File: config.mk
export PLATFORM = sky130hd
export DESIGN_NAME = funct_gen_pipe
export DESIGN_NICKNAME = d
export VERILOG_FILES = /design/src/rtl/funct_gen_pipe.sv
export SDC_FILE = /design/constraint.sdc
export NUM_CORES = 1
export LEC_CHECK = 0
export BUFFER_PORTS_ARGS = -buffer_cell sky130_fd_sc_hd__buf_2
export CAP_MARGIN = 20
export CORE_ASPECT_RATIO = 0.8
export CORE_MARGIN = 1
export CORE_UTILIZATION = 52
export DETAILED_ROUTE_END_ITERATION = 7
export GPL_TIMING_DRIVEN = 0
export PLACE_DENSITY = 0.84
export SLEW_MARGIN = 20
export SYNTH_ARGS = -nofsm -noshare
export SYNTH_HDL_FRONTEND = slang
export SYNTH_SLANG_ARGS = --single-unit
File: constraint.sdc
create_clock -name clk -period 3.6 [get_ports clk]
set_clock_uncertainty 0.15 [all_clocks]
set_input_delay 0.54 -clock clk [delete_from_list [all_inputs] [get_ports clk]]
set_output_delay 0.54 -clock clk [all_outputs]
set_load 0.05 [all_outputs]
File: src/rtl/funct_gen_pipe.sv
// funct_gen_pipe: ID-stage ALU funct decoder feeding a small valid/ready FIFO toward EX.
// Decode happens on the input side, so each entry holds a ready-to-use funct, illegal flag and tag.
module funct_gen_pipe #(
    parameter int OP_WIDTH       = 6,
    parameter int FUNCT_WIDTH    = 6,
    parameter int REG_ADDR_WIDTH = 5,
    parameter int TAG_WIDTH      = 32,
    parameter int DEPTH          = 2,
    parameter int EXT_ISA        = 1,
    parameter int CNT_WIDTH      = $clog2(DEPTH + 1)
) (
    input  logic                      clk,
    input  logic                      rst,
    input  logic                      flush,
    input  logic                      in_valid,
    output logic                      in_ready,
    input  logic [OP_WIDTH-1:0]       in_op,
    input  logic [FUNCT_WIDTH-1:0]    in_funct,
    input  logic [REG_ADDR_WIDTH-1:0] in_rt,
    input  logic [TAG_WIDTH-1:0]      in_tag,
    output logic                      out_valid,
    input  logic                      out_ready,
    output logic [FUNCT_WIDTH-1:0]    out_funct,
    output logic                      out_illegal,
    output logic [TAG_WIDTH-1:0]      out_tag,
    output logic [CNT_WIDTH-1:0]      count
);
    localparam int PW = $clog2(DEPTH);
    localparam logic [OP_WIDTH-1:0] OP_SPECIAL = 'h00, OP_REGIMM = 'h01, OP_J = 'h02,
        OP_JAL = 'h03, OP_BEQ = 'h04, OP_BNE = 'h05, OP_ADDIU = 'h09, OP_SLTI = 'h0A,
        OP_SLTIU = 'h0B, OP_ANDI = 'h0C, OP_ORI = 'h0D, OP_XORI = 'h0E, OP_LUI = 'h0F,
        OP_LB = 'h20, OP_LH = 'h21, OP_LW = 'h23, OP_LBU = 'h24, OP_LHU = 'h25,
        OP_SB = 'h28, OP_SH = 'h29, OP_SW = 'h2B;
    localparam logic [FUNCT_WIDTH-1:0] F_NOP = 'h00, F_ADDU = 'h21, F_SUBU = 'h23,
        F_AND = 'h24, F_OR = 'h25, F_XOR = 'h26, F_SLT = 'h2A, F_SLTU = 'h2B;
    localparam logic EXT = (EXT_ISA != 0);

    logic [FUNCT_WIDTH-1:0] funct_mem [DEPTH];
    logic                   illegal_mem [DEPTH];
    logic [TAG_WIDTH-1:0]   tag_mem [DEPTH];
    logic [PW-1:0]          wr_ptr, rd_ptr;
    logic [FUNCT_WIDTH-1:0] dec_funct;
    logic                   dec_illegal, regimm_ok, full, push, pop;

    assign regimm_ok = EXT && (in_rt == REG_ADDR_WIDTH'('h00) || in_rt == REG_ADDR_WIDTH'('h01) ||
                               in_rt == REG_ADDR_WIDTH'('h10) || in_rt == REG_ADDR_WIDTH'('h11));

    always_comb begin
        dec_funct   = F_NOP;
        dec_illegal = 1'b0;
        case (in_op)
            OP_SPECIAL:                                   dec_funct = in_funct;
            OP_LUI, OP_JAL:                               dec_funct = F_OR;
            OP_LB, OP_LBU, OP_LW, OP_SB, OP_SW, OP_ADDIU: dec_funct = F_ADDU;
            OP_J:                                         dec_funct = F_NOP;
            OP_BEQ, OP_BNE:                               dec_funct = EXT ? F_SUBU : F_NOP;
            OP_ANDI:  begin dec_funct = EXT ? F_AND  : F_NOP; dec_illegal = !EXT; end
            OP_ORI:   begin dec_funct = EXT ? F_OR   : F_NOP; dec_illegal = !EXT; end
            OP_XORI:  begin dec_funct = EXT ? F_XOR  : F_NOP; dec_illegal = !EXT; end
            OP_SLTI:  begin dec_funct = EXT ? F_SLT  : F_NOP; dec_illegal = !EXT; end
            OP_SLTIU: begin dec_funct = EXT ? F_SLTU : F_NOP; dec_illegal = !EXT; end
            OP_LH, OP_LHU, OP_SH: begin dec_funct = EXT ? F_ADDU : F_NOP; dec_illegal = !EXT; end
            OP_REGIMM: begin dec_funct = regimm_ok ? F_SLT : F_NOP; dec_illegal = !regimm_ok; end
            default:                                      dec_illegal = 1'b1;
        endcase
    end

    // No pass-through: a pop while full only frees space for the following cycle.
    assign full      = (count == CNT_WIDTH'(DEPTH));
    assign in_ready  = !full && !flush && !rst;
    assign out_valid = (count != '0);
    assign push      = in_valid && in_ready;
    assign pop       = out_valid && out_ready;

    assign out_funct   = out_valid ? funct_mem[rd_ptr]   : F_NOP;
    assign out_illegal = out_valid ? illegal_mem[rd_ptr] : 1'b0;
    assign out_tag     = out_valid ? tag_mem[rd_ptr]     : '0;

    always_ff @(posedge clk) begin
        if (push) begin
            funct_mem[wr_ptr]   <= dec_funct;
            illegal_mem[wr_ptr] <= dec_illegal;
            tag_mem[wr_ptr]     <= in_tag;
        end
    end

    always_ff @(posedge clk) begin
        if (rst || flush) begin
            wr_ptr <= '0;
            rd_ptr <= '0;
            count  <= '0;
        end else begin
            if (push) wr_ptr <= wr_ptr + 1'b1;
            if (pop) rd_ptr <= rd_ptr + 1'b1;
            count <= count + CNT_WIDTH'(push) - CNT_WIDTH'(pop);
        end
    end
endmodule
Word level (Yosys, flattened, before mapping) --
Memories as Yosys holds them, arrays and structs flattened. A register that Yosys moved wholly into a read port is not among the register bits. Cells that the tools add are included.
Operators by class: add/subtract/negate cells 4, equality and inequality tests 24, multiplexer cells 14, reductions and logical operators 19
Operators with widths (number):
- case mux 6 bit (9 select lines) | 1
- == test 6 bit, second input constant | 8
- == test 6 x 4 -> 1 bit, second input constant | 7
- 2-to-1 mux 32 bit | 1
- OR reduction 20 bit | 1
- == test 6 x 2 -> 1 bit, second input constant | 2
- == test 6 x 3 -> 1 bit, second input constant | 2
- 2-to-1 mux 6 bit | 2
- == test 5 bit, second input constant | 2
- 2-to-1 mux 1 bit | 9
- OR reduction 9 bit | 1
- == test 6 x 1 -> 1 bit, second input constant | 1
- logical NOT 6 bit | 1
- == test 5 x 1 -> 1 bit, second input constant | 1
- logical NOT 5 bit | 1
- logical AND 1 bit | 4
- logical NOT 1 bit | 4
- logical OR 1 bit | 4
- OR reduction 3 bit | 1
- adder 1 bit, second input constant | 2
- adder 2 x 1 -> 2 bit | 1
- == test 2 bit, second input constant | 1
- case mux 1 bit (2 select lines) | 1
- nonzero test 2 bit | 1
- 2 further kinds | 2
Word-level totals: register bits after elaboration 4, RAM bits 78, input port bits 54, word-level logic and storage cells 67, memories kept 3
Memory list:
- tag_mem | depth 2, width 32, read ports 1, clocked after Yosys merged registers in 1, wr ports 1, RTL line 40 | logic [TAG_WIDTH-1:0] tag_mem [DEPTH];
- funct_mem | depth 2, width 6, read ports 1, clocked after Yosys merged registers in 1, wr ports 1, RTL line 38 | logic [FUNCT_WIDTH-1:0] funct_mem [DEPTH];
- illegal_mem | depth 2, width 1, read ports 1, clocked after Yosys merged registers in 1, wr ports 1, RTL line 39 | logic illegal_mem [DEPTH];

Longest topological paths before layout --
Gate-level depths: netlist (run 1).
depth in word-level cells 7, gate-level depth with buffers 8

Least setup slack after synthesis (run 1) --
Ideal clock, no wire load.
path type register to register, from register count[0], to memory funct_mem[1][0] (enable), arrival 2.650 ns, setup slack 0.364 ns, stages on the path, launching flop included 4, buffers on the path 0, period minus slack after synthesis 3.236 ns, cells stage by stage dfxtp_1 nand2b_1 nand3_1 nor2_1
Between the ends: cells in the longest elaborated chain, start to end 7
Ends and longest elaborated chain:
- start: declaration | RTL line 26 | output logic [CNT_WIDTH-1:0] count
- start signal: assignment | RTL line 95 | count <= count + CNT_WIDTH'(push) - CNT_WIDTH'(pop);
- == test 2 bit | RTL line 69 | assign full = (count == CNT_WIDTH'(DEPTH));
- logical NOT 1 bit | RTL line 70 | assign in_ready = !full && !flush && !rst;
- logical AND 1 bit (2 in series) | RTL line 70
- logical AND 1 bit | RTL line 72 | assign push = in_valid && in_ready;
- 2-to-1 mux 1 bit | RTL line 80 | if (push) begin
- 2-to-1 mux 1 bit (implied by the code) | RTL line 81 | funct_mem[wr_ptr] <= dec_funct;
- end: declaration | RTL line 38
Every way passes these cells.

==> results of run 1 <==
-- layout by cell type, fill, tap and decap left out, drive strengths merged, types with 2 or more instances in the layout --
cell and instances:
buf 105, edfxtp 78, nor2 49, mux2i 39, clkbuf 14, inv 10
a21oi 5, dfxtp 5, nand2 4, nor2b 3, nand3 3, and2 3
bufinv 3, o211ai 2, o211a 2, a211o 2, or3b 2, xor2 2
ha 2, o21ai 2, mux2 2, or2 2
-- registers in the layout, summed over array words and instances (netlist names), named ones only --
| signal | count |
|---|---|
| tag_mem | 64 |
| count | 2 |
| rd_ptr | 1 |
| funct_mem | 12 |
| wr_ptr | 1 |
| illegal_mem | 2 |
-- worst min path at each step --
stage               depth (start not counted)  startpoint              to  slack, ps
global route                                1  in_tag[28]  tag_mem[1][28]        220
floorplan                                   2      rd_ptr            flop        320
finish                                      1  in_tag[22]  tag_mem[1][22]        230
global placement                            2      rd_ptr          rd_ptr        340
detailed placement                          2      rd_ptr          rd_ptr        360
CTS                                         1  in_tag[28]  tag_mem[1][28]        220
-- cell type report --
type / count / area [sq um]
clock buffers: 9 / 124
plain buffers: 13 / 70.1
inverters: 6 / 22.5
repair buffers: 97 / 538
clock inverters: 7 / 128
flip-flops and latches: 83 / 2440
well taps: 84 / 105
multi-input cells: 140 / 986
fillers: 483 / 2030
-- logic make-up after synthesis --
kind of cell,synth area share [%]
AOI/OAI and AO/OA,4.27
buffers and inverters,2.64
muxes,11.8
and+or+nand+nor,10.6
adders and majority gates,0.712
xor gates and xnor gates,0.499
DFF,69.5
-- Yosys cell counts (2+ instances only) --
library cell / number
edfxtp_1: 78
nor2_1: 49
mux2i_1: 39
a21oi_1: 5
buf_2: 5
clkbuf_1: 5
dfxtp_1: 5
inv_1: 5
nand2_1: 4
and2_1: 3
nand3_1: 3
nor2b_1: 3
a211o_1: 2
buf_4: 2
ha_1: 2
o211a_1: 2
o211ai_1: 2
or3b_1: 2
xor2_1: 2
-- worst max-delay path: cells and delay by family, from the launching register on --
| family | cells | cell delay (ps) |
|---|---|---|
| flip-flops | 1 | 320 |
| buffers and inverters | 4 | 950 |
| AND/OR/NAND/NOR | 1 | 70 |
| multiplexers | 1 | 210 |
-- power by group --
group	switching [mW]	leakage (nW)	internal, mW
sequential	0.00421	0.750	1.07
combinational	0.112	0.847	0.0584
clock	0.339	0.127	0.473
total	0.455	1.72	1.60
-- metal layers --
| metal | vias to the layer above | track usage, % |
|---|---|---|
| met5 | - | 0 |
| met4 | 0 | 5.98 |
| met3 | 4 | 5.19 |
| met2 | 78 | 32.9 |
| met1 | 1071 | 21.9 |
| li1 | 1111 | - |
==> results.toml, run 1 <==
[outcome]
status = "finished, final reports clean"

[timing]
setup-tns-final_ps = 0
fmax_mhz = 386
post-route-period-util_pct = 72.0
hold_viol = 0
relSlewSlack_pct = 67.9
maxSlewViolCount = 0
rsz0062_at_grt = "no"
worstMarginPinSlew_ps = 481
setup_slack_ps = 1010
holdWs_ps = 234
finalSetupViolCount = 0
min_period_ps = 2590

[placed_design]
post-place-ws_ps = 1280
placedInstanceArea_sq_mm = 0.00416
gp_congestion = 0.825
placed_cells = 423
place_hpwl_um = 4560
port_buffers = 94

[setup_path]
end_kind = "output port"
cp.arrival_ps = 1900
r2r-start = "count[0]"
worstPathRequired_ps = 2910
path_max_fanout = 10
critPathMaxStageDelay_ps = 320
crit_path_top_delay_cell = "dfxtp_1"
crit_type = "flop to output port"
rrSetupSlack_ps = 1670
rr_worst_depth = 8
crit_chain = "clkbuf_1, buf_2, buf_4, mux2i_1, nor2_1, buf_2"
endpoint = "out_tag[23]"
r2r_end = "count[1]"
critPathLaunchType = "flop"
cp_common_cell = "buf_2"

[cts]
clk_pin_slew_ps = 90
cts.sinks = 83
cts-hold-fix-buffers = 0
cts_tree = "yes"
root_buffer = "clkbuf_8"
cts-htree-levels = 3
cts_resized = 0
cts_made_buffers = 9
clockBufferDepth = 2
postCtsSetupBuffers = 0
clock_latency_ps = 340

[die]
start_util_pct = 54.5
die_area_sq_mm = 0.00709
die_h_um = 75.5
core_sq_mm = 0.00644
die_x_um = 93.9
rows = 26
io_pins = 97

[drt]
drtIter0Drc = 88
wl_met3_um = 366
vias_per_cell = 5.16
drt-pass1-iter-count = 4
wire_per_inst_um = 14.6
wl_met1_um = 2720
drc_errors = 0
via_count = 2264
wirelength_um = 6410
wl_met2_um = 3270
ant_nets = 0
highest_layer = "met4"

[cells_and_area]
nets = 406
layout-drive-gt1-share_pct = 36.9
fin_cells = 439
areaGrowthSynthToFinish_pct = 25.7
antennaDiodeCount = 0
fin_area_sq_mm = 0.00442
fin_util_pct = 68.6

[synthesis]
synth_edf_count = 78
ys_types = 43
netlist_instances = 242
synth_top_area_cell = "edfxtp_1"
synth_top_flop_cell = "edfxtp_1"
syn_nets = 298
synth.area.top_cells = "edfxtp_1 (67%), mux2i_1 (11%), nor2_1 (5.2%), dfxtp_1 (2.8%), a21oi_1 (0.71%)"
synth_seq_cells = 83
synth_top_cell_area_share_pct = 66.7
syn_avg_cell_area_sq_um = 14.5
yosysSeqAreaShare_pct = 69.5
synth_area_sq_mm = 0.00351
ys_warn_count = 0
synthArstFlopShare_pct = 0

[power]
powerDensity_mw_per_mm2 = 466
ir_drop_mv = 0.353
p_total_mw = 2.06
cellLeakagePower_nw = 1.72

[global_route]
grtUsageTotal_pct = 18.4
grt_overflow = 0
grt_pass1_wl_um = 9570
grt_pass1_vias = 2046
grt_start_max_net_pins = 31
antenna_found_initial = 0

[worst_hold_path]
hp-class = "input port to flop"

[run]
maxCapViolCount = 0
Power figures use the tool's default switching activity.
==> run 2, diff against run 1 <==
CORE_UTILIZATION = 47   (was 52)
PLACE_DENSITY = 0.81   (was 0.84)
clock period = 2.3 ns   (was 3.6 ns; I/O delays follow)
==> run 2 against run 1 <==
Compared with the run above: critical path depth shrank 1; sequential power grew 56%; via count shrank 0.22%; worst hold slack lost 200 ps; critical endpoint is now out_tag[11]; largest cell class unchanged.
==> results.toml, run 2 (same netlist as run 1, synthesis figures left out) <==
[cts]
cts_made_buffers = 9
cts_tree = "yes"
clk_pin_slew_ps = 80
cts-htree-levels = 3
postCtsSetupBuffers = 0
clockBufferDepth = 2
clock_latency_ps = 340
cts.sinks = 83
root_buffer = "clkbuf_8"

[global_route]
grt_start_max_net_pins = 40
grtUsageTotal_pct = 16.9
grt_overflow = 0
grt_pass1_wl_um = 9870
grt_pass1_vias = 2107
antenna_found_initial = 0

[cells_and_area]
fin_cells = 438
fill_cells = 560
nets = 403
top_register = "tag_mem"
multi_input_area_sq_um = 986
antennaDiodeCount = 0
fin_area_sq_mm = 0.00435
final_common_cell = "buf_2"
layout-drive-gt1-share_pct = 37.3
seqCellArea_sq_mm = 0.00244
largest_reg_flops = 64
reg_top3 = "tag_mem: 64 flops, funct_mem: 12 flops"
fin_util_pct = 61.6
mostFrequentLayoutCells = "buf_2 (98), edfxtp_1 (78), nor2_1 (48)"
areaGrowthSynthToFinish_pct = 23.7

[placed_design]
placedInstanceArea_sq_mm = 0.00410
gp_congestion = 0.885
placed_cells = 423
place_hpwl_um = 4390
port_buffers = 94

[run]
maxCapViolCount = 0

[outcome]
status = "finished, final reports clean"

[timing]
min_period_ps = 2150
holdWs_ps = 38.6
worstMarginPinSlew_ps = 873
post-route-period-util_pct = 93.6
hold_viol = 0
relSlewSlack_pct = 41.7
rsz0062_at_grt = "no"
finalSetupViolCount = 0
fmax_mhz = 465
maxSlewViolCount = 0

[setup_path]
cp.arrival_ps = 1660
worstPathRequired_ps = 1800
path_max_fanout = 10
end_kind = "output port"
critPathLaunchType = "flop"
rr_worst_depth = 3
crit_type = "flop to output port"

[drt]
vias_per_cell = 5.16
drt-pass1-iter-count = 4
via_count = 2259
drc_errors = 0
ant_nets = 0
wire_per_inst_um = 14.7
wirelength_um = 6440
drtIter0Drc = 88

[power]
p_total_mw = 3.05
cellLeakagePower_nw = 1.69
ir_drop_mv = 0.270
powerDensity_mw_per_mm2 = 702

[die]
die_x_um = 98.7
io_pins = 97
rows = 27
die_area_sq_mm = 0.00783
start_util_pct = 49.8
die_h_um = 79.3
core_sq_mm = 0.00706

[worst_hold_path]
worstHoldPathCells = 1
hp-class = "input port to flop"
-- run 2: cell count changes in the layout (fill, tap and decap cells not counted), sizes merged --
cell      before  now
inv           10    5
clkinv         0    4
buf          105  102
bufinv         3    2
clkinvlp       0    1
-- run 2: metrics by stage --
step | TNS (ps) | setup slack [ps]
after CTS | 0 | 9.38
final | 0 | 148
after global routing | 0 | 9.05
after global placement | -2120 | -56.6
after detailed placement | -4340 | -113
after floorplan | 0 | 76.1
-- run 2: what timing repair did --
item | CTS | global route
pin swaps | 0 | 0
hold buffers | 0 | 0
endpoints found under the setup margin | 10 | 40
resized for setup | 1 | 8
-- run 2: final timing paths --
check | start | endpoint | slack (ps)
worst min register to register | rd_ptr | rd_ptr | 360
worst min-delay path | in_tag[19] | tag_mem[0][19] | 40
worst max-delay path | flop | out_tag[11] | 150
worst max register to register | count[0] | tag_mem[0][4] | 170
-- run 2: cell type report --
class                           instances  area share (%)
Sequential cell                        83            56.2
Multi-Input combinational cell        140            22.7
Timing Repair Buffer                   95            11.5
Clock buffer                            9            2.85
Tap cell                               87            2.50
Clock inverter                          6            2.10
Buffer                                 12            1.61
Inverter                                6           0.604
-- run 2: report_power, final --
group	leakage (nW)	internal, mW	total [mW]	switching [mW]
clock network	0.109	0.609	1.10	0.491
logic	0.828	0.0892	0.265	0.176
registers	0.750	1.68	1.69	0.00676
-- run 2: worst max-delay path: stages, from the launching register on --
cell and delay [ps]:
dfxtp_1 310, clkbuf_1 130, buf_2 320, mux2i_1 130, nor2_1 150, buf_2 290
-- run 2: routing by layer --
layer	vias to the layer above	track usage, %	routed length (um)
li1	1100	-	-
met1	1066	20.5	2820
met2	83	28.0	3090
met3	10	6.25	420
met4	0	5.97	104
met5	-	0	0
